===== config.mk =====
export PLATFORM = sky130hd
export DESIGN_NAME = sdram_act_seq_flat
export DESIGN_NICKNAME = d
export VERILOG_FILES = /design/src/rtl/sdram_act_seq_if.sv /design/src/rtl/sdram_act_seq.sv /design/src/flat_wrapper.sv
export SDC_FILE = /design/constraint.sdc
export NUM_CORES = 1
export LEC_CHECK = 0
export ABC_AREA = 1
export CORE_AREA = 2 2 60 62
export DETAILED_ROUTE_END_ITERATION = 7
export DIE_AREA = 0 0 62 64
export GPL_TIMING_DRIVEN = 1
export PLACE_DENSITY = 0.82
export SYNTH_ARGS = -nofsm -noshare
export SYNTH_HDL_FRONTEND = slang
export SYNTH_SLANG_ARGS = --single-unit

===== constraint.sdc =====
create_clock -name Clk -period 2.4 [get_ports Clk]
set_clock_uncertainty 0.05 [all_clocks]
set_input_delay 0.72 -clock Clk [delete_from_list [all_inputs] [get_ports Clk]]
set_output_delay 0.72 -clock Clk [all_outputs]
set_load 0.02 [all_outputs]

===== src/rtl/sdram_act_seq_if.sv =====
// rtl/sdram_act_seq_if.sv - host request/strobe bundle between requester and sdram_act_seq
interface sdram_act_seq_if #(
  parameter int ADDR_W = 23
);
  logic              req;
  logic              req_wr;
  logic [ADDR_W-1:0] req_addr;
  logic              req_ack;
  logic              busy;
  logic              rd_valid;
  logic              wr_strobe;

  modport master (
    output req, req_wr, req_addr,
    input  req_ack, busy, rd_valid, wr_strobe
  );

  modport slave (
    input  req, req_wr, req_addr,
    output req_ack, busy, rd_valid, wr_strobe
  );
endinterface


===== src/rtl/sdram_act_seq.sv =====
// rtl/sdram_act_seq.sv - single-access SDRAM bank sequencer: ACTIVE, tRCD via rcd_cntr, READ/WRITE, PRECHARGE
module sdram_act_seq #(
  parameter int ROW_W  = 12,
  parameter int COL_W  = 9,
  parameter int BA_W   = 2,
  parameter int CL     = 2,
  parameter int WR_CYC = 1,
  parameter int RP_CYC = 2
) (
  input  logic             Clk,
  input  logic             Reset,
  sdram_act_seq_if.slave   host,
  input  logic [1:0]       rcd_cfg,
  output logic             ld_rcd,
  output logic [1:0]       rcd_max,
  input  logic             rcd_end,
  output logic             cs_n,
  output logic             ras_n,
  output logic             cas_n,
  output logic             we_n,
  output logic [BA_W-1:0]  ba,
  output logic [ROW_W-1:0] sd_addr
);

  localparam logic [3:0] CMD_NOP = 4'b1111;
  localparam logic [3:0] CMD_ACT = 4'b0011;
  localparam logic [3:0] CMD_RD  = 4'b0101;
  localparam logic [3:0] CMD_WR  = 4'b0100;
  localparam logic [3:0] CMD_PRE = 4'b0010;

  localparam logic [2:0] CL_M1 = 3'(CL - 1);
  localparam logic [2:0] WR_M1 = 3'(WR_CYC - 1);
  localparam logic [2:0] RP_M1 = 3'(RP_CYC - 1);

  // Clears A10 so neither the column access nor PRECHARGE requests auto/all-bank behaviour.
  localparam logic [ROW_W-1:0] A10_CLR = ~(ROW_W'(1) << 10);

  typedef enum logic [2:0] {
    S_IDLE, S_ACT, S_RCD, S_RW, S_DLY, S_PRE, S_RP
  } state_t;

  state_t             state_q, state_d;
  logic [2:0]         cnt_q, cnt_d;
  logic               lat_wr;
  logic [BA_W-1:0]    lat_bank;
  logic [ROW_W-1:0]   lat_row;
  logic [COL_W-1:0]   lat_col;
  logic [1:0]         lat_rcd;

  logic [3:0]         cmd;
  logic               ack, rdv, wrs;

  always_ff @(posedge Clk) begin
    if (Reset) begin
      state_q  <= S_IDLE;
      cnt_q    <= '0;
      lat_wr   <= 1'b0;
      lat_bank <= '0;
      lat_row  <= '0;
      lat_col  <= '0;
      lat_rcd  <= '0;
    end else begin
      state_q <= state_d;
      cnt_q   <= cnt_d;
      if (state_q == S_IDLE && host.req) begin
        lat_wr                       <= host.req_wr;
        {lat_bank, lat_row, lat_col} <= host.req_addr;
        lat_rcd                      <= rcd_cfg;
      end
    end
  end

  // Outputs depend only on registered state so no input reaches a pin combinationally.
  always_comb begin
    state_d = state_q;
    cnt_d   = cnt_q;
    cmd     = CMD_NOP;
    ba      = '0;
    sd_addr = '0;
    ld_rcd  = 1'b0;
    rcd_max = 2'b00;
    ack     = 1'b0;
    rdv     = 1'b0;
    wrs     = 1'b0;
    case (state_q)
      S_IDLE: begin
        if (host.req) state_d = S_ACT;
      end
      S_ACT: begin
        cmd     = CMD_ACT;
        ba      = lat_bank;
        sd_addr = lat_row;
        ld_rcd  = 1'b1;
        rcd_max = lat_rcd;
        ack     = 1'b1;
        state_d = S_RCD;
      end
      S_RCD: begin
        if (rcd_end) state_d = S_RW;
      end
      S_RW: begin
        cmd     = lat_wr ? CMD_WR : CMD_RD;
        ba      = lat_bank;
        sd_addr = ROW_W'(lat_col) & A10_CLR;
        wrs     = lat_wr;
        cnt_d   = lat_wr ? WR_M1 : CL_M1;
        state_d = S_DLY;
      end
      S_DLY: begin
        if (cnt_q == 3'd0) begin
          rdv     = ~lat_wr;
          state_d = S_PRE;
        end else begin
          cnt_d = cnt_q - 3'd1;
        end
      end
      S_PRE: begin
        cmd     = CMD_PRE;
        ba      = lat_bank;
        sd_addr = '0;
        cnt_d   = RP_M1;
        state_d = S_RP;
      end
      S_RP: begin
        if (cnt_q == 3'd0) state_d = S_IDLE;
        else cnt_d = cnt_q - 3'd1;
      end
      default: state_d = S_IDLE;
    endcase
  end

  assign {cs_n, ras_n, cas_n, we_n} = cmd;
  assign host.req_ack   = ack;
  assign host.busy      = (state_q != S_IDLE);
  assign host.rd_valid  = rdv;
  assign host.wr_strobe = wrs;

endmodule


===== src/flat_wrapper.sv =====
// flat-port wrapper written by rule: the top's interface ports become plain ports
module sdram_act_seq_flat 
#(
  parameter int ROW_W  = 12,
  parameter int COL_W  = 9,
  parameter int BA_W   = 2,
  parameter int CL     = 2,
  parameter int WR_CYC = 1,
  parameter int RP_CYC = 2
)
  (Clk, Reset, rcd_cfg, ld_rcd, rcd_max, rcd_end, cs_n, ras_n, cas_n, we_n, ba, sd_addr, host_req, host_req_wr, host_req_addr, host_req_ack, host_busy, host_rd_valid, host_wr_strobe);
  sdram_act_seq_if #(.ADDR_W(23)) host_i ();
  input  logic Clk;
  input  logic Reset;
  input  logic [1:0] rcd_cfg;
  output logic ld_rcd;
  output logic [1:0] rcd_max;
  input  logic rcd_end;
  output logic cs_n;
  output logic ras_n;
  output logic cas_n;
  output logic we_n;
  output logic [BA_W-1:0] ba;
  output logic [ROW_W-1:0] sd_addr;
  input wire logic [$bits(host_i.req)-1:0] host_req;
  input wire logic [$bits(host_i.req_wr)-1:0] host_req_wr;
  input wire logic [$bits(host_i.req_addr)-1:0] host_req_addr;
  output wire logic [$bits(host_i.req_ack)-1:0] host_req_ack;
  output wire logic [$bits(host_i.busy)-1:0] host_busy;
  output wire logic [$bits(host_i.rd_valid)-1:0] host_rd_valid;
  output wire logic [$bits(host_i.wr_strobe)-1:0] host_wr_strobe;
  assign host_i.req = host_req;
  assign host_i.req_wr = host_req_wr;
  assign host_i.req_addr = host_req_addr;
  assign host_req_ack = host_i.req_ack;
  assign host_busy = host_i.busy;
  assign host_rd_valid = host_i.rd_valid;
  assign host_wr_strobe = host_i.wr_strobe;
  sdram_act_seq #(.ROW_W(ROW_W), .COL_W(COL_W), .BA_W(BA_W), .CL(CL), .WR_CYC(WR_CYC), .RP_CYC(RP_CYC)) u_core (.Clk(Clk), .Reset(Reset), .host(host_i), .rcd_cfg(rcd_cfg), .ld_rcd(ld_rcd), .rcd_max(rcd_max), .rcd_end(rcd_end), .cs_n(cs_n), .ras_n(ras_n), .cas_n(cas_n), .we_n(we_n), .ba(ba), .sd_addr(sd_addr));
endmodule

==> results of run 1 <==
cell usage after synthesis (2+ instances only):
master / n / area share [%]
inv_1: 35 / 8.7
dfxtp_1: 32 / 43
a21oi_1: 27 / 9.0
o21ai_0: 22 / 7.3
nor2_1: 18 / 4.5
nand2_1: 15 / 3.7
o22ai_1: 9 / 3.7
nand3_1: 7 / 2.3
o21ai_1: 5 / 1.7
buf_2: 4 / 1.3
buf_6: 4 / 3.0
inv_2: 3 / 0.75
nand3_2: 3 / 2.0
clkbuf_1: 2 / 0.50
ha_1: 2 / 1.7
nand4_1: 2 / 0.83
nor2_4: 2 / 1.5
nor3_1: 2 / 0.66
sequential cells by signal, indices dropped and copies added, names as in the netlist:
name,count
u_core.lat_col,9
u_core.lat_bank,2
u_core.lat_rcd,2
u_core.state_q,3
u_core.cnt_q,3
u_core.lat_row,12
u_core.lat_wr,1
final timing paths:
path                                          from                 end  slack, ps  cells after the start
worst max-delay path             u_core.state_q[0]               ba[0]        110                      6
worst min-delay path            u_core.lat_row[10]  u_core.lat_row[10]        410                      2
worst min register to register  u_core.lat_row[10]  u_core.lat_row[10]        410                      2
worst max register to register   u_core.state_q[0]   u_core.lat_col[2]        900                      6
what timing repair did:
action | 4_1_cts | 5_1_grt
setup endpoints to repair | 24 | 5
resized for setup | 27 | 8
cloned | 0 | 0
where the power goes:
part           internal (mW)  switching, mW
clock                  0.218          0.177
combinational          0.429          0.681
sequential             0.727         0.0692
layout make-up:
cell class | count | area (sq um)
Clock inverter | 2 | 35.0
Fill cell | 302 | 1140
Inverter | 38 | 143
Timing Repair Buffer | 62 | 578
Sequential cell | 32 | 643
Multi-Input combinational cell | 121 | 651
Clock buffer | 6 | 41.3
Tap cell | 46 | 57.6
tightest hold or removal path, stage by stage, from the launching register on:
cell	delay [ps]
dfxtp_1	310
inv_1	60
a21oi_1	50
layer usage:
metal  GRT usage, %  vias to the layer above  wire length, um
li1               -                      776                -
met1           21.7                      672             1490
met2           31.8                       35             1620
met3           6.68                        6              184
met4           5.32                        0               43
met5              0                        -                0
kinds of logic (layout without fill, tap and decap cells):
| family | count (synthesis) | count (layout) |
|---|---|---|
| adder cells (fa/ha/maj) | 2 | 2 |
| flip-flops | 32 | 32 |
| AND/OR/NAND/NOR | 54 | 54 |
| buffers and inverters | 49 | 108 |
| AO/OA/AOI/OAI | 65 | 65 |
per-stage QoR:
step | TNS (ps) | total power, mW | hold WS (ps)
4_1_cts | 0 | 2.33 | 408
6_report | 0 | 2.30 | 406
3_3_place_gp | 0 | 1.96 | 388
3_5_place_dp | -29.5 | 1.99 | 393
5_1_grt | 0 | 2.50 | 432
2_1_floorplan | 0 | 1.60 | 380
==> flow_metrics.env, run 1 <==
export IMPL_outcome="finished clean"
export IMPL_drive_gt1_share_pct=11.9
export IMPL_netlist_instances=202
export IMPL_slowest_stage="dfxtp_2"
export IMPL_clkLatencyLatePin_ps=330
export IMPL_rsz0062_at_grt="false"
export IMPL_slew_viol_final=0
export IMPL_dp_worst_setup_slack_ps=-29.5
export IMPL_cts_buffers_inserted=5
export IMPL_min_period_over_period_pct=95.3
export IMPL_synthSimpleGateAreaFrac_pct=18.4
export IMPL_max_freq_ghz=0.437
export IMPL_core_sq_um=3280
export IMPL_hold_violations=0
export IMPL_power_density_nw_per_um2=1070
export IMPL_ys_types=26
export IMPL_period_needed_ps=2290
export IMPL_fin_util_pct=65.4
export IMPL_vias_per_cell=4.85
export IMPL_antenna_found_initial=0
export IMPL_netlist_area_sq_um=1510
export IMPL_place_hpwl_um=2450
export IMPL_p_leak_nw=0.970
export IMPL_fin_cells=307
export IMPL_tightest_slew_ps=431
export IMPL_seq_area_frac_synth_pct=42.5
export IMPL_clk_root_buffer_cell="clkbuf_4"
export IMPL_synthXorXnorAreaFrac_pct=0
export IMPL_syn_area_per_cell_sq_um=7.46
export IMPL_cts_hold_fix_buffers=0
export IMPL_cap_violations=0
export IMPL_vias=1489
export IMPL_synth_async_reset_ratio_pct=0
export IMPL_synth_compound_area_share_pct=22.7
export IMPL_diodes=0
export IMPL_cts_buffer_depth=2
export IMPL_startpoint_type="flop"
export IMPL_dieArea_sq_um=3970
export IMPL_clk_pin_slew_ps=100
export IMPL_drt_iter0_markers=43
export IMPL_layout_common_cells="35 x inv_1, 30 x dfxtp_1, 29 x clkdlybuf4s50_1"
export IMPL_vdd_drop_max_mv=0.617
export IMPL_setup_ws_ps=112
export IMPL_grt_pass1_wl_um=5680
export IMPL_crit_buf_inv=3
export IMPL_gr_total_overflow=0
export IMPL_critical_path_max_fanout=5
export IMPL_layout_commonest_cell="inv_1"
export IMPL_cp_arrival_ps=1520
export IMPL_postCtsSetupRepairBufs=0
export IMPL_max_slew_margin_rel_pct=71.3
export IMPL_dp_cells=299
export IMPL_cts_tree="yes"
export IMPL_io_buffers=54
export IMPL_synth_edff_count=0
export IMPL_dpl_cell_area_sq_um=2100
export IMPL_slowest_delay_ps=380
export IMPL_critPathMostFrequentCell="nand2_1"
export IMPL_critical_path_top_delay_family="buffers and inverters"
export IMPL_hold_class="reg -> reg"
export IMPL_setup_worst_path_end_class="output port"
export IMPL_initial_core_util_pct=45.9
export IMPL_layout_nets=292
export IMPL_design_area_sq_um=2150
export IMPL_area_growth_pct=42.6
export IMPL_criticalPathCategory="reg -> out"
export IMPL_cp_required_ps=1630
export IMPL_synthAdderAreaFrac_pct=1.66
export IMPL_synthMuxAreaShare_pct=0
export IMPL_synth_warnings=0
export IMPL_wirelength_um=3340
export IMPL_track_usage_pct=18.8
export IMPL_rows=21
export IMPL_grt_max_degree=53
export IMPL_synth_nets=234
export IMPL_drcViolationCount=0
export IMPL_die_h_um=64
export IMPL_die_x_um=62
export IMPL_cts_sinks=32
export IMPL_wl_per_cell_um=10.9
export IMPL_synth_top_family_by_area="compound AO/OA/AOI/OAI gates"
export IMPL_ys_ff_latch=32
export IMPL_drtPass1Iterations=4
export IMPL_first_global_vias=1367
export IMPL_synth_flop_cell="dfxtp_1"
export IMPL_setup_violations=0
export IMPL_place_congestion=0.832
export IMPL_crit_chain="buf_4 -> nand2_1 -> nand2_1 -> inv_1 -> nor2_1 -> dlygate4sd2_1"
export IMPL_ios=55
export IMPL_h_tree_depth=2
export IMPL_final_antenna_net_count=0
Power figures use the tool's default switching activity.
==> run 2, diff against run 1 <==
--- a/config.mk
+++ b/config.mk
@@ -6,11 +6,13 @@
 export NUM_CORES = 1
 export LEC_CHECK = 0
 export ABC_AREA = 1
+export ABC_CLOCK_PERIOD_IN_PS = 2400
 export CORE_AREA = 2 2 60 62
 export DETAILED_ROUTE_END_ITERATION = 7
 export DIE_AREA = 0 0 62 64
 export GPL_TIMING_DRIVEN = 1
 export PLACE_DENSITY = 0.82
+export SLEW_MARGIN = 20
 export SYNTH_ARGS = -nofsm -noshare
 export SYNTH_HDL_FRONTEND = slang
 export SYNTH_SLANG_ARGS = --single-unit
==> results of run 2 <==
Same layout as run 1: the final DEF is identical, and so are final timing and power.
